## src/rtl/seg_scan_dim.sv

```systemverilog
// seg_scan_dim: 6-digit time-multiplexed 7-seg driver with frame-coherent latching,
// anti-ghosting dead time and optional PWM dimming (define SEG_DIM_EN to enable).
`timescale 1ns/1ps
module seg_scan_dim #(
  parameter int SCAN_DIV = 49_999,
  parameter int DEAD_CYC = 16
) (
  input  logic       clk,
  input  logic       rst_n,
  input  logic [7:0] seg_data0,
  input  logic [7:0] seg_data1,
  input  logic [7:0] seg_data2,
  input  logic [7:0] seg_data3,
  input  logic [7:0] seg_data4,
  input  logic [7:0] seg_data5,
  input  logic       blank,
`ifdef SEG_DIM_EN
  input  logic [3:0] brightness,
`endif
  output logic [5:0] seg_sel,
  output logic [7:0] seg_data,
  output logic       frame_start
);

  localparam int               CNT_W    = (SCAN_DIV < 2) ? 1 : $clog2(SCAN_DIV + 1);
  localparam logic [CNT_W-1:0] CNT_MAX  = CNT_W'(SCAN_DIV);
  localparam logic [CNT_W-1:0] CNT_DEAD = CNT_W'(DEAD_CYC);
  localparam logic [2:0]       IDX_LAST = 3'd5;

  logic [CNT_W-1:0] cnt;
  logic [2:0]       idx;
  logic [7:0]       shadow [6];
  logic             slot_end;
  logic             frame_end;
  logic             pwm_ok;
  logic             lit;
  logic [7:0]       cur_code;

  function automatic logic [5:0] digit_sel(input logic [2:0] i);
    return ~(6'b000001 << i);
  endfunction

  assign slot_end  = (cnt == CNT_MAX);
  assign frame_end = slot_end && (idx == IDX_LAST);

  // slot prescaler and digit index
  always_ff @(posedge clk or negedge rst_n) begin
    if (!rst_n) begin
      cnt <= '0;
      idx <= '0;
    end else begin
      cnt <= slot_end ? '0 : cnt + CNT_W'(1);
      if (slot_end) begin
        idx <= (idx == IDX_LAST) ? 3'd0 : idx + 3'd1;
      end
    end
  end

  // frame latch: inputs are only sampled at the end of the last digit's slot
  always_ff @(posedge clk or negedge rst_n) begin
    if (!rst_n) begin
      for (int i = 0; i < 6; i++) begin
        shadow[i] <= 8'hFF;
      end
    end else if (frame_end) begin
      shadow[0] <= seg_data0;
      shadow[1] <= seg_data1;
      shadow[2] <= seg_data2;
      shadow[3] <= seg_data3;
      shadow[4] <= seg_data4;
      shadow[5] <= seg_data5;
    end
  end

`ifdef SEG_DIM_EN
  logic [3:0] pwm;
  logic [3:0] bri_q;

  // brightness is held per slot so a digit never changes duty mid-slot
  always_ff @(posedge clk or negedge rst_n) begin
    if (!rst_n) begin
      pwm   <= 4'h0;
      bri_q <= 4'hF;
    end else begin
      pwm <= pwm + 4'h1;
      if (slot_end) begin
        bri_q <= brightness;
      end
    end
  end

  assign pwm_ok = (pwm <= bri_q);
`else
  assign pwm_ok = 1'b1;
`endif

  always_comb begin
    cur_code = 8'hFF;
    case (idx)
      3'd0:    cur_code = shadow[0];
      3'd1:    cur_code = shadow[1];
      3'd2:    cur_code = shadow[2];
      3'd3:    cur_code = shadow[3];
      3'd4:    cur_code = shadow[4];
      3'd5:    cur_code = shadow[5];
      default: cur_code = 8'hFF;
    endcase
  end

  assign lit = !blank && (cnt >= CNT_DEAD) && pwm_ok;

  // registered output stage
  always_ff @(posedge clk or negedge rst_n) begin
    if (!rst_n) begin
      seg_sel     <= 6'h3F;
      seg_data    <= 8'hFF;
      frame_start <= 1'b0;
    end else begin
      seg_sel     <= lit ? digit_sel(idx) : 6'h3F;
      seg_data    <= lit ? cur_code : 8'hFF;
      frame_start <= frame_end;
    end
  end

  a_one_digit: assert property (@(posedge clk) disable iff (!rst_n) $onehot0(~seg_sel));
  a_idx_range: assert property (@(posedge clk) disable iff (!rst_n) idx <= IDX_LAST);

endmodule
```

## config.mk

```make
export PLATFORM = sky130hd
export DESIGN_NAME = seg_scan_dim
export DESIGN_NICKNAME = d
export VERILOG_FILES = /design/src/rtl/seg_scan_dim.sv
export SDC_FILE = /design/constraint.sdc
export NUM_CORES = 1
export LEC_CHECK = 0
export BUFFER_PORTS_ARGS = -buffer_cell sky130_fd_sc_hd__buf_2
export CORE_ASPECT_RATIO = 0.9
export CORE_MARGIN = 8
export CORE_UTILIZATION = 45
export DETAILED_ROUTE_END_ITERATION = 10
export GPL_TIMING_DRIVEN = 0
export MAX_ROUTING_LAYER = met4
export PLACE_DENSITY = 0.67
export SETUP_SLACK_MARGIN = 0.02
export SYNTH_ARGS = -nofsm -noshare
export SYNTH_HDL_FRONTEND = slang
export SYNTH_SLANG_ARGS = --single-unit
```

## constraint.sdc

```tcl
create_clock -name clk -period 2.64 [get_ports clk]
set_input_delay 0.132 -clock clk [delete_from_list [all_inputs] [get_ports clk]]
set_output_delay 0.132 -clock clk [all_outputs]
set_load 0.1 [all_outputs]
```

==> metrics.md <==
| Metric | Value |
|---|---|
| Status | `finished, final reports clean` |
| Cell area after synthesis | `3659 sq um` |
| CP Class | `flop to flop` |
| Global-route wire length before repair | `12720 um` |
| Register area share after synthesis | `58.21%` |
| Routed vias/inst | `5.283` |
| CTS root buf | `clkbuf_8` |
| Worst Skew | `10.31 ps` |
| Comb power frac | `6.8%` |
| Area leader, netlist | `dfstp_2` |
| Vias | `2409` |
| DRC violations left | `0` |
| DR pass1 iterations | `4` |
| CP required | `2900 ps` |
| Final Hold Viols | `0` |
| Number of port buffers | `65` |
| Placed Instance Area | `4138 sq um` |
| CP Capture Type | `flop` |
| YS warnings | `0` |
| Clock power share | `38.4%` |
| CP startpoint kind | `flop` |
| Worst Tran Pin Value | `912.7 ps` |
| Avg Cell Area, Syn | `14.24 sq um` |
| Clk_lat worst skew | `350 ps` |
| Clock Sinks | `82` |
| Met3 wire length | `352 um` |
| Commonest cells after routing, fill and taps aside | `buf_2 (67), dfstp_2 (62), mux2_2 (41), dfrtp_1 (20), dlygate4sd3_1 (19)` |
| Setup violations, final | `0` |
| Max Cap Viol | `0` |
| Worst Path Arrival | `2620 ps` |
| Post-DRT Antenna Nets | `0` |
| Die Ht | `101.5 um` |
| Synth cell types | `42` |
| Int Power | `1.764 mW` |
| Die ar. | `11280 sq um` |
| Period utilization | `89.47%` |
| Leak | `1.962 nW` |
| Synth area leaders | `dfstp_2 (45%), dfrtp_1 (14%), mux2_2 (13%)` |
| Slowest stage delay, CP | `430 ps` |
| CP max FO | `10` |
| H-tree levels | `3` |
| Main flop type after synthesis | `dfstp_2` |
| Fill count | `664` |
| Nets | `407` |
| Largest net degree at the start of global routing | `55` |
| Share of cells above drive strength 1 | `59.94%` |
| Highest metal used | `met4` |
| Post-Route WL | `7825 um` |
| Slew headroom | `38.68%` |
| Sum Neg Setup Slack | `0 ps` |
| Switching pwr | `0.5593 mW` |
| Total CTS buffers | `9` |
| CTS resizes | `0` |
| Initial antenna violation count | `0` |
| Slew Limit Fails | `0` |
| DR iter-0 viols | `127` |
| Total Routing Usage GR | `14.66%` |
| Worst vdd ir | `0.0002782 V` |
| Vias in the first global route | `2543` |
| # rows | `31` |
| Grt total ovfl | `0` |
| Synthesis-to-layout area growth | `23.50%` |
| CTS clk-pin slew, worst paths | `90 ps` |
| Post-synth ARST share | `100.0%` |
| Tmin final | `2362 ps` |
| Syn Inst Count | `257` |
| Pwr/cell area | `514.3 nW/um^2` |
| Commonest non-fill, non-tap cell in the layout | `buf_2` |
| Die span in x | `111.0 um` |
| I/O pins | `66` |
| Synth top area share | `44.53%` |
| Seq pwr share | `54.8%` |
| Post-Syn Nets | `311` |
| Cell area after layout | `4518 sq um` |
| Sw Share | `24.07%` |
| Drt wl/cell | `17.16 um` |
| Clock Path Buffers | `2` |
| Dpl hpwl | `5569 um` |
| Core Box Area | `7990 sq um` |
| M1 WL | `3830 um` |
| Routed wl met2 | `3573 um` |
| TritonCTS clock tree | `yes` |
| Starting Density | `45.79%` |
| EDFF count, synth | `0` |
| Placer Congestion | `0.8419` |
| ANT cells | `0` |
| Worst hold path type | `input port to flop` |
| Fmax | `0.4234 GHz` |
| RSZ-0062 raised after global routing | `false` |
| CP cell instances | `buf_2 -> clkbuf_1 -> and2_1 -> ha_1 -> buf_1 -> o31a_1 -> o211ai_1` |
| Number of synthesized register bits | `82` |
| Critical-path top delay cell | `clkbuf_1` |
-- sequential cells by signal, indices dropped and copies added, names as in the netlist --
name,count
seg_sel,6
frame_start,1
shadow,48
seg_data,8
idx,3
cnt,16
-- cells by family after synthesis --
| kind of cell | count (synthesis) | share of synthesized area, % |
|---|---|---|
| adders and majority gates | 3 | 1.026 |
| and+or+nand+nor | 64 | 9.542 |
| DFF | 82 | 58.21 |
| muxes | 57 | 20.28 |
| xor gates and xnor gates | 14 | 3.352 |
| buffers and inverters | 19 | 3.659 |
| AOI/OAI and AO/OA | 18 | 3.933 |
-- final timing paths --
kind	from	end	slack, ps	cells past startpoint
worst max-delay path	idx[0]	seg_data[7]	280	7
worst min-delay path	seg_data1[1]	shadow[33]	20	2
worst max register to register	idx[0]	seg_data[7]	280	7
worst min register to register	cnt[5]	cnt[5]	520	1
max in group asynchronous	rst_n	shadow[9]	1760	3
min in group asynchronous	rst_n	idx[1]	250	2
-- final cells by class --
class	count	area, sq um	share of cell area [%]
sequential	82	2130	47.13
timing repair buffer	85	545.5	12.07
buffer	14	115.1	2.548
clock buffer	9	123.9	2.742
multi-input combinational	156	1395	30.88
tap	99	123.9	2.742
inverter	5	18.77	0.4154
clock inverter	6	66.31	1.468
-- metrics by stage --
step                hold WS [ps]  instances  setup WS (ps)  util [%]  total power, mW
floorplan                 -163.6        257          590.3         -            1.357
global placement           361.1        421          304.2     51.41            1.427
detailed placement         88.34        422          290.6     51.79            1.434
CTS                       0.2980        441          282.8     54.67            2.328
global route             -0.4682        456          67.88     56.55            2.409
finish                     15.32        456          278.0     56.55            2.324
-- routing by layer --
metal | up-vias | global-route usage [%]
li1 | 1121 | -
met1 | 1222 | 19.02
met2 | 59 | 21.75
met3 | 7 | 4.796
met4 | 0 | 3.685
met5 | - | -
-- power groups by stage --
stage | combinational [mW] | sequential (mW) | clock (mW)
after floorplan | 0.00714 | 1.35 | 0
after global placement | 0.133 | 1.29 | 0
after detailed placement | 0.139 | 1.29 | 0
after CTS | 0.144 | 1.27 | 0.911
after global routing | 0.170 | 1.27 | 0.964
final | 0.158 | 1.27 | 0.892
-- synthesized netlist by cell type, types with 3 or more instances --
cell and instances:
mux4_2 6, ha_1 3, a222oi_1 7, dfrtp_1 20, and4_1 4, xnor2_1 6, nand3_1 9, buf_4 3
dfstp_2 62, nand4_1 5, nor3_1 3, buf_2 3, a21oi_1 3, mux2_2 41, nor2_1 13, nand2_1 13
inv_1 4, and2_1 3, mux2_4 9, xor2_1 8, nor2b_1 3
-- critical path, delay by kind of cell (launching register included) --
kind / cells / cell delay (ps)
AO/OA/AOI/OAI: 2 / 560
adder cells (fa/ha/maj): 1 / 130
AND/OR/NAND/NOR: 1 / 200
buffers and inverters: 3 / 1070
flip-flops: 1 / 320
-- repair_timing --
action                    CTS  global route
buffers inserted            0             0
hold endpoints to repair   19            15
hold buffers                4            15
Power figures use the tool's default switching activity.
